$ cat src/rtl/ps2_pkg.sv
// Shared PS/2 definitions: transmitter states, command bytes and the frame parity helper.
package ps2_pkg;

    typedef enum logic [2:0] {
        IDLE,
        INHIBIT,
        RTS,
        SEND,
        WAIT_IDLE
    } ps2_state_e;

    localparam logic [7:0] PS2_CMD_RESET  = 8'hFF;
    localparam logic [7:0] PS2_CMD_ENABLE = 8'hF4;
    localparam logic [7:0] PS2_ACK_BYTE   = 8'hFA;

    // PS/2 frames carry odd parity: the bit makes the total count of ones odd.
    function automatic logic odd_parity(input logic [7:0] d);
        return ~^d;
    endfunction

endpackage

$ cat src/rtl/ps2_host_tx_if.sv
// Command handshake and completion status between a PS/2 host transmitter and its user.
interface ps2_host_tx_if;
    logic       tx_valid;
    logic [7:0] tx_data;
    logic       tx_ready;
    logic       done;
    logic       ack_ok;
    logic       error;

    modport master (output tx_valid, tx_data, input tx_ready, done, ack_ok, error);
    modport slave  (input tx_valid, tx_data, output tx_ready, done, ack_ok, error);
endinterface

$ cat src/rtl/ps2_line_sync.sv
// Two-flop synchronizer for one PS/2 pin plus a falling-edge strobe on the synced level.
module ps2_line_sync (
    input  logic clk,
    input  logic reset_n,
    input  logic line_i,
    output logic level_o,
    output logic fall_o
);
    logic meta_q, sync_q, prev_q;

    // Reset to the idle-high bus level so no spurious edge follows reset.
    always_ff @(posedge clk) begin
        if (!reset_n) begin
            meta_q <= 1'b1;
            sync_q <= 1'b1;
            prev_q <= 1'b1;
        end else begin
            meta_q <= line_i;
            sync_q <= meta_q;
            prev_q <= sync_q;
        end
    end

    assign level_o = sync_q;
    assign fall_o  = prev_q & ~sync_q;
endmodule

$ cat src/rtl/ps2_host_tx.sv
// PS/2 host-to-device byte transmitter using request-to-send; drives the pins via open-drain enables.
module ps2_host_tx
    import ps2_pkg::*;
#(
    parameter int INHIBIT_CYCLES = 5000,
    parameter int TIMEOUT_CYCLES = 1000000
) (
    input  logic         clk,
    input  logic         reset_n,
    ps2_host_tx_if.slave bus,
    input  logic         ps2_clk_in,
    input  logic         ps2_dat_in,
    output logic         ps2_clk_oe,
    output logic         ps2_dat_oe
);
    localparam int CNT_MAX = (INHIBIT_CYCLES > TIMEOUT_CYCLES) ? INHIBIT_CYCLES : TIMEOUT_CYCLES;
    localparam int CNT_W   = $clog2(CNT_MAX + 1);
    localparam logic [CNT_W-1:0] INH_LAST = CNT_W'(INHIBIT_CYCLES - 1);
    localparam logic [CNT_W-1:0] TO_LAST  = CNT_W'(TIMEOUT_CYCLES - 1);

    ps2_state_e       state_q, state_d;
    logic [CNT_W-1:0] cnt_q, cnt_d;
    logic [3:0]       edge_q, edge_d;
    logic [7:0]       data_q, data_d;
    logic             par_q, par_d;
    logic             ack_q, ack_d;
    logic             tx_ready_q, tx_ready_d;
    logic             clk_oe_q, clk_oe_d;
    logic             dat_oe_q, dat_oe_d;
    logic             done_q, done_d;
    logic             ack_ok_q, ack_ok_d;
    logic             error_q, error_d;

    logic clk_lvl, clk_fall, dat_lvl, dat_fall_unused;

    ps2_line_sync u_clk_sync (
        .clk     (clk),
        .reset_n (reset_n),
        .line_i  (ps2_clk_in),
        .level_o (clk_lvl),
        .fall_o  (clk_fall)
    );

    ps2_line_sync u_dat_sync (
        .clk     (clk),
        .reset_n (reset_n),
        .line_i  (ps2_dat_in),
        .level_o (dat_lvl),
        .fall_o  (dat_fall_unused)
    );

    always_comb begin
        state_d  = state_q;
        cnt_d    = cnt_q;
        edge_d   = edge_q;
        data_d   = data_q;
        par_d    = par_q;
        ack_d    = ack_q;
        clk_oe_d = clk_oe_q;
        dat_oe_d = dat_oe_q;
        done_d   = 1'b0;
        ack_ok_d = ack_ok_q;
        error_d  = error_q;

        unique case (state_q)
            IDLE: begin
                clk_oe_d = 1'b0;
                dat_oe_d = 1'b0;
                if (bus.tx_valid && tx_ready_q) begin
                    data_d   = bus.tx_data;
                    par_d    = odd_parity(bus.tx_data);
                    cnt_d    = '0;
                    clk_oe_d = 1'b1;
                    state_d  = INHIBIT;
                end
            end
            INHIBIT: begin
                if (cnt_q == INH_LAST) begin
                    cnt_d    = '0;
                    dat_oe_d = 1'b1;
                    state_d  = RTS;
                end else begin
                    cnt_d = cnt_q + CNT_W'(1);
                end
            end
            RTS: begin
                cnt_d    = cnt_q + CNT_W'(1);
                edge_d   = '0;
                clk_oe_d = 1'b0;
                state_d  = SEND;
            end
            SEND, WAIT_IDLE: begin
                cnt_d = cnt_q + CNT_W'(1);
                if (cnt_q == TO_LAST) begin
                    clk_oe_d = 1'b0;
                    dat_oe_d = 1'b0;
                    done_d   = 1'b1;
                    ack_ok_d = 1'b0;
                    error_d  = 1'b1;
                    state_d  = IDLE;
                end else if (state_q == SEND) begin
                    // edge_q counts falls already seen; the current fall is edge_q + 1.
                    if (clk_fall) begin
                        edge_d = edge_q + 4'd1;
                        if (edge_q < 4'd8) begin
                            dat_oe_d = ~data_q[edge_q[2:0]];
                        end else if (edge_q == 4'd8) begin
                            dat_oe_d = ~par_q;
                        end else if (edge_q == 4'd9) begin
                            dat_oe_d = 1'b0;
                        end else begin
                            ack_d    = ~dat_lvl;
                            dat_oe_d = 1'b0;
                            state_d  = WAIT_IDLE;
                        end
                    end
                end else if (clk_lvl && dat_lvl) begin
                    done_d   = 1'b1;
                    ack_ok_d = ack_q;
                    error_d  = ~ack_q;
                    state_d  = IDLE;
                end
            end
            default: state_d = IDLE;
        endcase

        tx_ready_d = (state_d == IDLE) && !done_d;
    end

    always_ff @(posedge clk) begin
        if (!reset_n) begin
            state_q    <= IDLE;
            cnt_q      <= '0;
            edge_q     <= '0;
            ack_q      <= 1'b0;
            tx_ready_q <= 1'b1;
            clk_oe_q   <= 1'b0;
            dat_oe_q   <= 1'b0;
            done_q     <= 1'b0;
            ack_ok_q   <= 1'b0;
            error_q    <= 1'b0;
        end else begin
            state_q    <= state_d;
            cnt_q      <= cnt_d;
            edge_q     <= edge_d;
            ack_q      <= ack_d;
            tx_ready_q <= tx_ready_d;
            clk_oe_q   <= clk_oe_d;
            dat_oe_q   <= dat_oe_d;
            done_q     <= done_d;
            ack_ok_q   <= ack_ok_d;
            error_q    <= error_d;
        end
    end

    always_ff @(posedge clk) begin
        data_q <= data_d;
        par_q  <= par_d;
    end

    assign bus.tx_ready = tx_ready_q;
    assign bus.done     = done_q;
    assign bus.ack_ok   = ack_ok_q;
    assign bus.error    = error_q;
    assign ps2_clk_oe   = clk_oe_q;
    assign ps2_dat_oe   = dat_oe_q;
endmodule

$ cat src/flat_wrapper.sv
// flat-port wrapper written by rule: the top's interface ports become plain ports
module ps2_host_tx_flat import ps2_pkg::*;
#(
    parameter int INHIBIT_CYCLES = 5000,
    parameter int TIMEOUT_CYCLES = 1000000
)
  (clk, reset_n, ps2_clk_in, ps2_dat_in, ps2_clk_oe, ps2_dat_oe, bus_tx_valid, bus_tx_data, bus_tx_ready, bus_done, bus_ack_ok, bus_error);
  ps2_host_tx_if bus_i ();
  input  logic clk;
  input  logic reset_n;
  input  logic ps2_clk_in;
  input  logic ps2_dat_in;
  output logic ps2_clk_oe;
  output logic ps2_dat_oe;
  input wire logic [$bits(bus_i.tx_valid)-1:0] bus_tx_valid;
  input wire logic [$bits(bus_i.tx_data)-1:0] bus_tx_data;
  output wire logic [$bits(bus_i.tx_ready)-1:0] bus_tx_ready;
  output wire logic [$bits(bus_i.done)-1:0] bus_done;
  output wire logic [$bits(bus_i.ack_ok)-1:0] bus_ack_ok;
  output wire logic [$bits(bus_i.error)-1:0] bus_error;
  assign bus_i.tx_valid = bus_tx_valid;
  assign bus_i.tx_data = bus_tx_data;
  assign bus_tx_ready = bus_i.tx_ready;
  assign bus_done = bus_i.done;
  assign bus_ack_ok = bus_i.ack_ok;
  assign bus_error = bus_i.error;
  ps2_host_tx #(.INHIBIT_CYCLES(INHIBIT_CYCLES), .TIMEOUT_CYCLES(TIMEOUT_CYCLES)) u_core (.clk(clk), .reset_n(reset_n), .bus(bus_i), .ps2_clk_in(ps2_clk_in), .ps2_dat_in(ps2_dat_in), .ps2_clk_oe(ps2_clk_oe), .ps2_dat_oe(ps2_dat_oe));
endmodule
$ cat config.mk
export PLATFORM = sky130hd
export DESIGN_NAME = ps2_host_tx_flat
export DESIGN_NICKNAME = d
export VERILOG_FILES = /design/src/rtl/ps2_pkg.sv /design/src/rtl/ps2_host_tx_if.sv /design/src/rtl/ps2_line_sync.sv /design/src/rtl/ps2_host_tx.sv /design/src/flat_wrapper.sv
export SDC_FILE = /design/constraint.sdc
export NUM_CORES = 1
export LEC_CHECK = 0
export ABC_AREA = 1
export CAP_MARGIN = 40
export CORE_ASPECT_RATIO = 1.2
export CORE_MARGIN = 2
export CORE_UTILIZATION = 53
export DETAILED_ROUTE_END_ITERATION = 10
export DONT_BUFFER_PORTS = 1
export GPL_ROUTABILITY_DRIVEN = 0
export PLACE_DENSITY_LB_ADDON = 0.1
export SYNTH_ARGS = -nofsm -noshare
export SYNTH_HDL_FRONTEND = slang
export SYNTH_SLANG_ARGS = --single-unit
$ cat constraint.sdc
create_clock -name clk -period 3.2 [get_ports clk]
set_input_delay 0.64 -clock clk [delete_from_list [all_inputs] [get_ports clk]]
set_output_delay 0.64 -clock clk [all_outputs]
set_load 0.01 [all_outputs]
## After elaboration in Yosys (flattened, before gate mapping)

Cells that the tools add are included.

- Register bits: 48
- Bits of input ports: 13

- Reduce and logical (&&, ||, !) cells: 21
- Multiplexer cells: 39
- Bitwise operators: 10
- Add/sub/neg operators: 2
- $lt $le $gt $ge: 2
- Eq/ne operators: 17

Operators with widths:

| cell | number |
|---|---|
| $pmux 20 s3 | 1 |
| $mux 20 | 2 |
| $mux 3 | 9 |
| $add 20x1->20 const B | 1 |
| $eq 20x13->1 const B | 1 |
| $eq 20x20->1 const B | 1 |
| $mux 1 | 19 |
| $mux 4 | 3 |
| $ne 2x1->1 const B | 6 |
| $pmux 3 s4 | 1 |
| $not 1->1 | 9 |
| $reduce_bool 3->1 | 3 |
| $eq 4x4->1 const B | 2 |
| $pmux 4 s2 | 1 |
| $reduce_and 4->1 | 2 |
| $reduce_xnor 8->1 | 1 |
| $reduce_and 7->1 | 1 |
| $eq 3x2->1 const B | 2 |
| $logic_not 3->1 | 2 |
| $ne 3x1->1 const B | 2 |
| $pmux 1 s3 | 2 |
| $reduce_and 2->1 | 3 |
| $add 4x1->4 const B | 1 |
| $lt 3x4->1 const B | 1 |
| other kinds (12) | 15 |

## Logic depth before layout (Yosys ltp)

- Depth after elaboration: 10
- Gate-level depth with buffers: 12
- Depth with buffers taken out: 12

## Cells and area by module

Synthesis repeated with hierarchy kept, for this count alone.

- Cell total of the unflattened synthesis: 336
- Area, all modules: 2,499.9 sq um

Modules (own cells, without submodules):

| module | area an instance (sq um) | times used | cells each |
|---|---|---|---|
| ps2_host_tx | 2,319.7 | 1 | 314 |
| ps2_line_sync | 90.1 | 2 | 11 |

## Worst setup path before layout

OpenSTA, ideal clock, no wires.

- Path type: input-to-reg
- Start: input port bus_tx_valid
- End: register u_core.data_q[0] (enable)
- Cell stages on the path: 2
- Path slack: 1,297 ps
- Library setup time: 391 ps
- Arrival: 1,512 ps
- Buffers on the path: 0
- Path through: nand2_1 -> nor3_1

- Longest elaborated chain between the ends: 2

RTL lines:

| item | RTL line | source |
|---|---|---|
| start: declaration | flat_wrapper.sv:15 | `input wire logic [$bits(bus_i.tx_valid)-1:0] bus_tx_valid;` |
| $logic_and 1x1->1 | ps2_host_tx.sv:69 | `if (bus.tx_valid && tx_ready_q) begin` |
| $reduce_and 2->1 (no line) | -- |  |
| end signal: assignment | ps2_host_tx.sv:157 | `data_q <= data_d;` |
| end: declaration | ps2_host_tx.sv:24 | `logic [7:0] data_q, data_d;` |

Every way passes these cells.
A chain may end at the register's enable or synchronous reset.

## Final worst setup path

- Start: register u_core.cnt_q[0]
- End: register u_core.dat_oe_q (netlist: u_core.ps2_dat_oe)

- Longest elaborated chain between the ends: 3
- Elaborated cells between the ends (all ways): 8
- Classes of those cells: 5 x eq/ne; 2 x mux; 1 x reduce/logical

RTL lines:

| item | RTL line | source |
|---|---|---|
| start: declaration | ps2_host_tx.sv:22 | `logic [CNT_W-1:0] cnt_q, cnt_d;` |
| start signal: assignment | ps2_host_tx.sv:144 | `cnt_q <= cnt_d;` |
| $eq 20x20->1 or $eq 20x13->1 (tied branches) | ps2_host_tx.sv:94, ps2_host_tx.sv:78 |  |
| $ne 3x1->1 (no line) (tied with other cells) | -- |  |
| $reduce_and 4->1 (no line) or $pmux 1 s3 (tied branches) | -- |  |
| end signal: assignment | ps2_host_tx.sv:149 | `dat_oe_q <= dat_oe_d;` |
| end: declaration | ps2_host_tx.sv:29 | `logic dat_oe_q, dat_oe_d;` |

Parallel ways exist; a longest one is shown, timed or not.

==> key figures <==
Synth
  – Most common flop cell mapped by yosys: dfxtp_1
  – Post-synth EDFFs: 9
  – Async SR Flop Fraction: 0%
  – Largest cells by area after synthesis: dfxtp_1 31%, edfxtp_1 11%, nand2_1 8.6%, nor2_1 7.7%, inv_1 5.8%
  – Sequential-to-total area share from yosys stat: 41.69%
  – Cell area after synthesis: 2521 um^2
  – Seq cells post-synth: 48
  – Yosys warns: 0
  – Top cell type's share of synthesized area: 30.97%
  – Post-Syn Instances: 331
  – Syn_area_per_cell: 7.617 um^2
  – Distinct cells, synth: 38
  – Net Count, Synth: 347
  – Post-synth top area cell: dfxtp_1

Critical path
  – Startpoint type of the worst setup path: register
  – Crit-path max FO: 6
  – Most used cell, CP: nand2_1
  – CP max-delay cell: dfxtp_1
  – Worst setup path class: register to register
  – Critical-path cell list: ha_1 > nand2_1 > inv_1 > nand2_4 > nor2_4 > nand2_2 > nand2_2 > inv_2 > nand2_1 > nand2_1 > nor2_1 > nor2_1
  – CP bufs+invs: 2
  – CP top delay family: simple AND/OR/NAND/NOR gates
  – Element type at the critical path end: register
  – Arr. time, crit path: 1.88 ns
  – Critical Path RT: 3.40 ns
  – Critical path's largest stage delay: 0.39 ns

Finish
  – Most common cell after layout, fill and taps aside: nand2_1
  – Antenna cells: 0
  – Nets: 349
  – Area grow syn2layout: 5.608%
  – Commonest non-fill, non-tap cells in the layout: 58 x nand2_1, 52 x nor2_1, 39 x inv_1, 39 x dfxtp_1, 26 x nand3_1
  – Layout cells sized above 1: 11.68%
  – Layout Utilization: 57.95%

Floorplan
  – Die ar.: 5327 um^2
  – Initial Utilization: 54.87%
  – Rows: 27
  – Io pins: 19
  – Chip Height: 79.56 um
  – Die extent in x: 66.96 um
  – Core area: 4594 um^2

STA
  – Unrepaired setup endpoints after global routing: false
  – Final Hold Viols: 0
  – Max Freq: 595.1 MHz
  – Least-Margin Pin Slew: 0.3836 ns
  – Min cycle time layout: 1.680 ns
  – Max_slew headroom: 74.19%
  – Final setup vio count: 0
  – Setup_tns: 0 ns
  – Final Skew: 0.003723 ns
  – Post-route clock period utilization: 52.51%
  – Max Slew Vio Count: 0

Clock network
  – Clock transition at the registers of the reported paths: 0.09 ns
  – Hold-fix buffers, CTS: 0
  – H-tree levels: 2
  – Sink Count: 48
  – CTS Buf Count: 5
  – Worst-Skew Late Latency: 0.29 ns
  – Post-CTS setup buffers: 0
  – Clock buffer depth: 2
  – Clock Root Buffer: clkbuf_8
  – Post-CTS resize count: 0
  – TritonCTS clock tree: done

Power
  – Pwr dens: 444.5 nW/um^2
  – Worst vdd ir: 0.2089 mV
  – Leak: 1.107 nW

Route
  – Drt drc: 0
  – Vias: 2003
  – Total wire length: 5.147 mm
  – DR vias/cell: 5.110
  – DRT Pass-1 Iters: 4
  – DRT iter0 DRCs: 99
  – WL per Instance: 13.13 um
  – ANT nets after route: 0

GRT
  – GR Util met2: 36.70%
  – Gr busiest metal: met2
  – Number of global-route vias before repair: 1880
  – Initial antenna violation count: 0
  – Grt met1 use: 26.29%
  – Tot GR Track Use: 21.12%
  – Grt ovf: 0
  – Met3 global-route usage: 3.385%
  – First-pass GRT wire length: 8.631 mm
  – Pin count of the biggest net entering global routing: 17

Run
  – Max cap viols: 0

Place
  – HPWL Detailed: 3.935 mm
  – I/O Buffers: 0

Hold path
  – Type of the worst min-delay path: register to register

Run status
  – Status: finished, final reports clean
## synth_stat cells (2+ instances only)
library cell	count
xnor2_1	8
edfxtp_1	9
nor3_1	11
nand3b_1	3
ha_1	3
inv_1	39
clkbuf_1	2
dfxtp_1	39
o22ai_1	2
a31oi_1	2
nand2_2	6
nand2_1	58
or2_2	6
xor2_1	8
a21oi_1	11
nand2_4	3
nand4_1	12
nor2_1	52
nand3_1	26
o21ai_0	5
nor3_2	4
buf_6	3
nor2_4	2
inv_2	3
## worst paths after layout
| path | start | endpoint | slack [ns] | cells after the start |
|---|---|---|---|---|
| setup reg to reg | u_core.cnt_q[0] | u_core.ps2_dat_oe | 1.52 | 12 |
| hold / removal | u_core.u_dat_sync.meta_q | u_core.u_dat_sync.level_o | 0.42 | 1 |
| setup / recovery | u_core.cnt_q[0] | u_core.ps2_dat_oe | 1.52 | 12 |
| hold reg to reg | u_core.u_dat_sync.meta_q | u_core.u_dat_sync.level_o | 0.42 | 1 |
## power breakdown
part           total [mW]  leakage, nW  internal (mW)  switching, mW
logic               0.103        0.651         0.0345         0.0685
clock network       0.431       0.0552          0.232          0.199
registers           0.649        0.401          0.639         0.0103
## cell families (layout without fill, tap and decap cells)
| logic type | after synthesis | count (layout) | share of synthesized area (%) |
|---|---|---|---|
| AO/OA/AOI/OAI | 24 | 24 | 5.310 |
| XOR/XNOR | 16 | 16 | 5.559 |
| adder cells (fa/ha/maj) | 3 | 3 | 1.489 |
| buffers and inverters | 49 | 52 | 8.337 |
| flip-flops | 48 | 48 | 41.69 |
| AND/OR/NAND/NOR | 191 | 191 | 37.62 |
## routing by layer
layer	vias to the layer above	wire [um]
met3	8	83
met5	-	0
met4	0	85
met2	22	2580
li1	1080	-
met1	893	2397
## through the flow
step / setup WS (ns) / area (um^2) / power (mW) / hold slack (ns) / cells
2_1_floorplan: 1.297 / 2521 / 0.7543 / 0.3925 / 331
3_3_place_gp: 1.500 / 2555 / 0.7635 / 0.3940 / 384
3_5_place_dp: 1.464 / 2555 / 0.7673 / 0.4038 / 384
4_1_cts: 1.528 / 2663 / 1.196 / 0.4248 / 392
5_1_grt: 1.360 / 2663 / 1.231 / 0.4148 / 392
6_report: 1.520 / 2663 / 1.184 / 0.4217 / 392
## layout make-up
class	instances	area, um^2
inverters	43	163.9
flip-flops and latches	48	1051
repair buffers	1	7.507
clock inverters	2	35.03
clock buffers	6	72.57
multi-input cells	234	1260
fillers	466	1932
well taps	58	72.57
## flip-flops by register name (all words and copies together) (netlist names), 3 cells and up
signal,count
u_core.cnt_q,20
u_core.state_q,3
u_core.edge_q,4
u_core.data_q,8
Note: power is estimated with default switching activity, not from simulation.
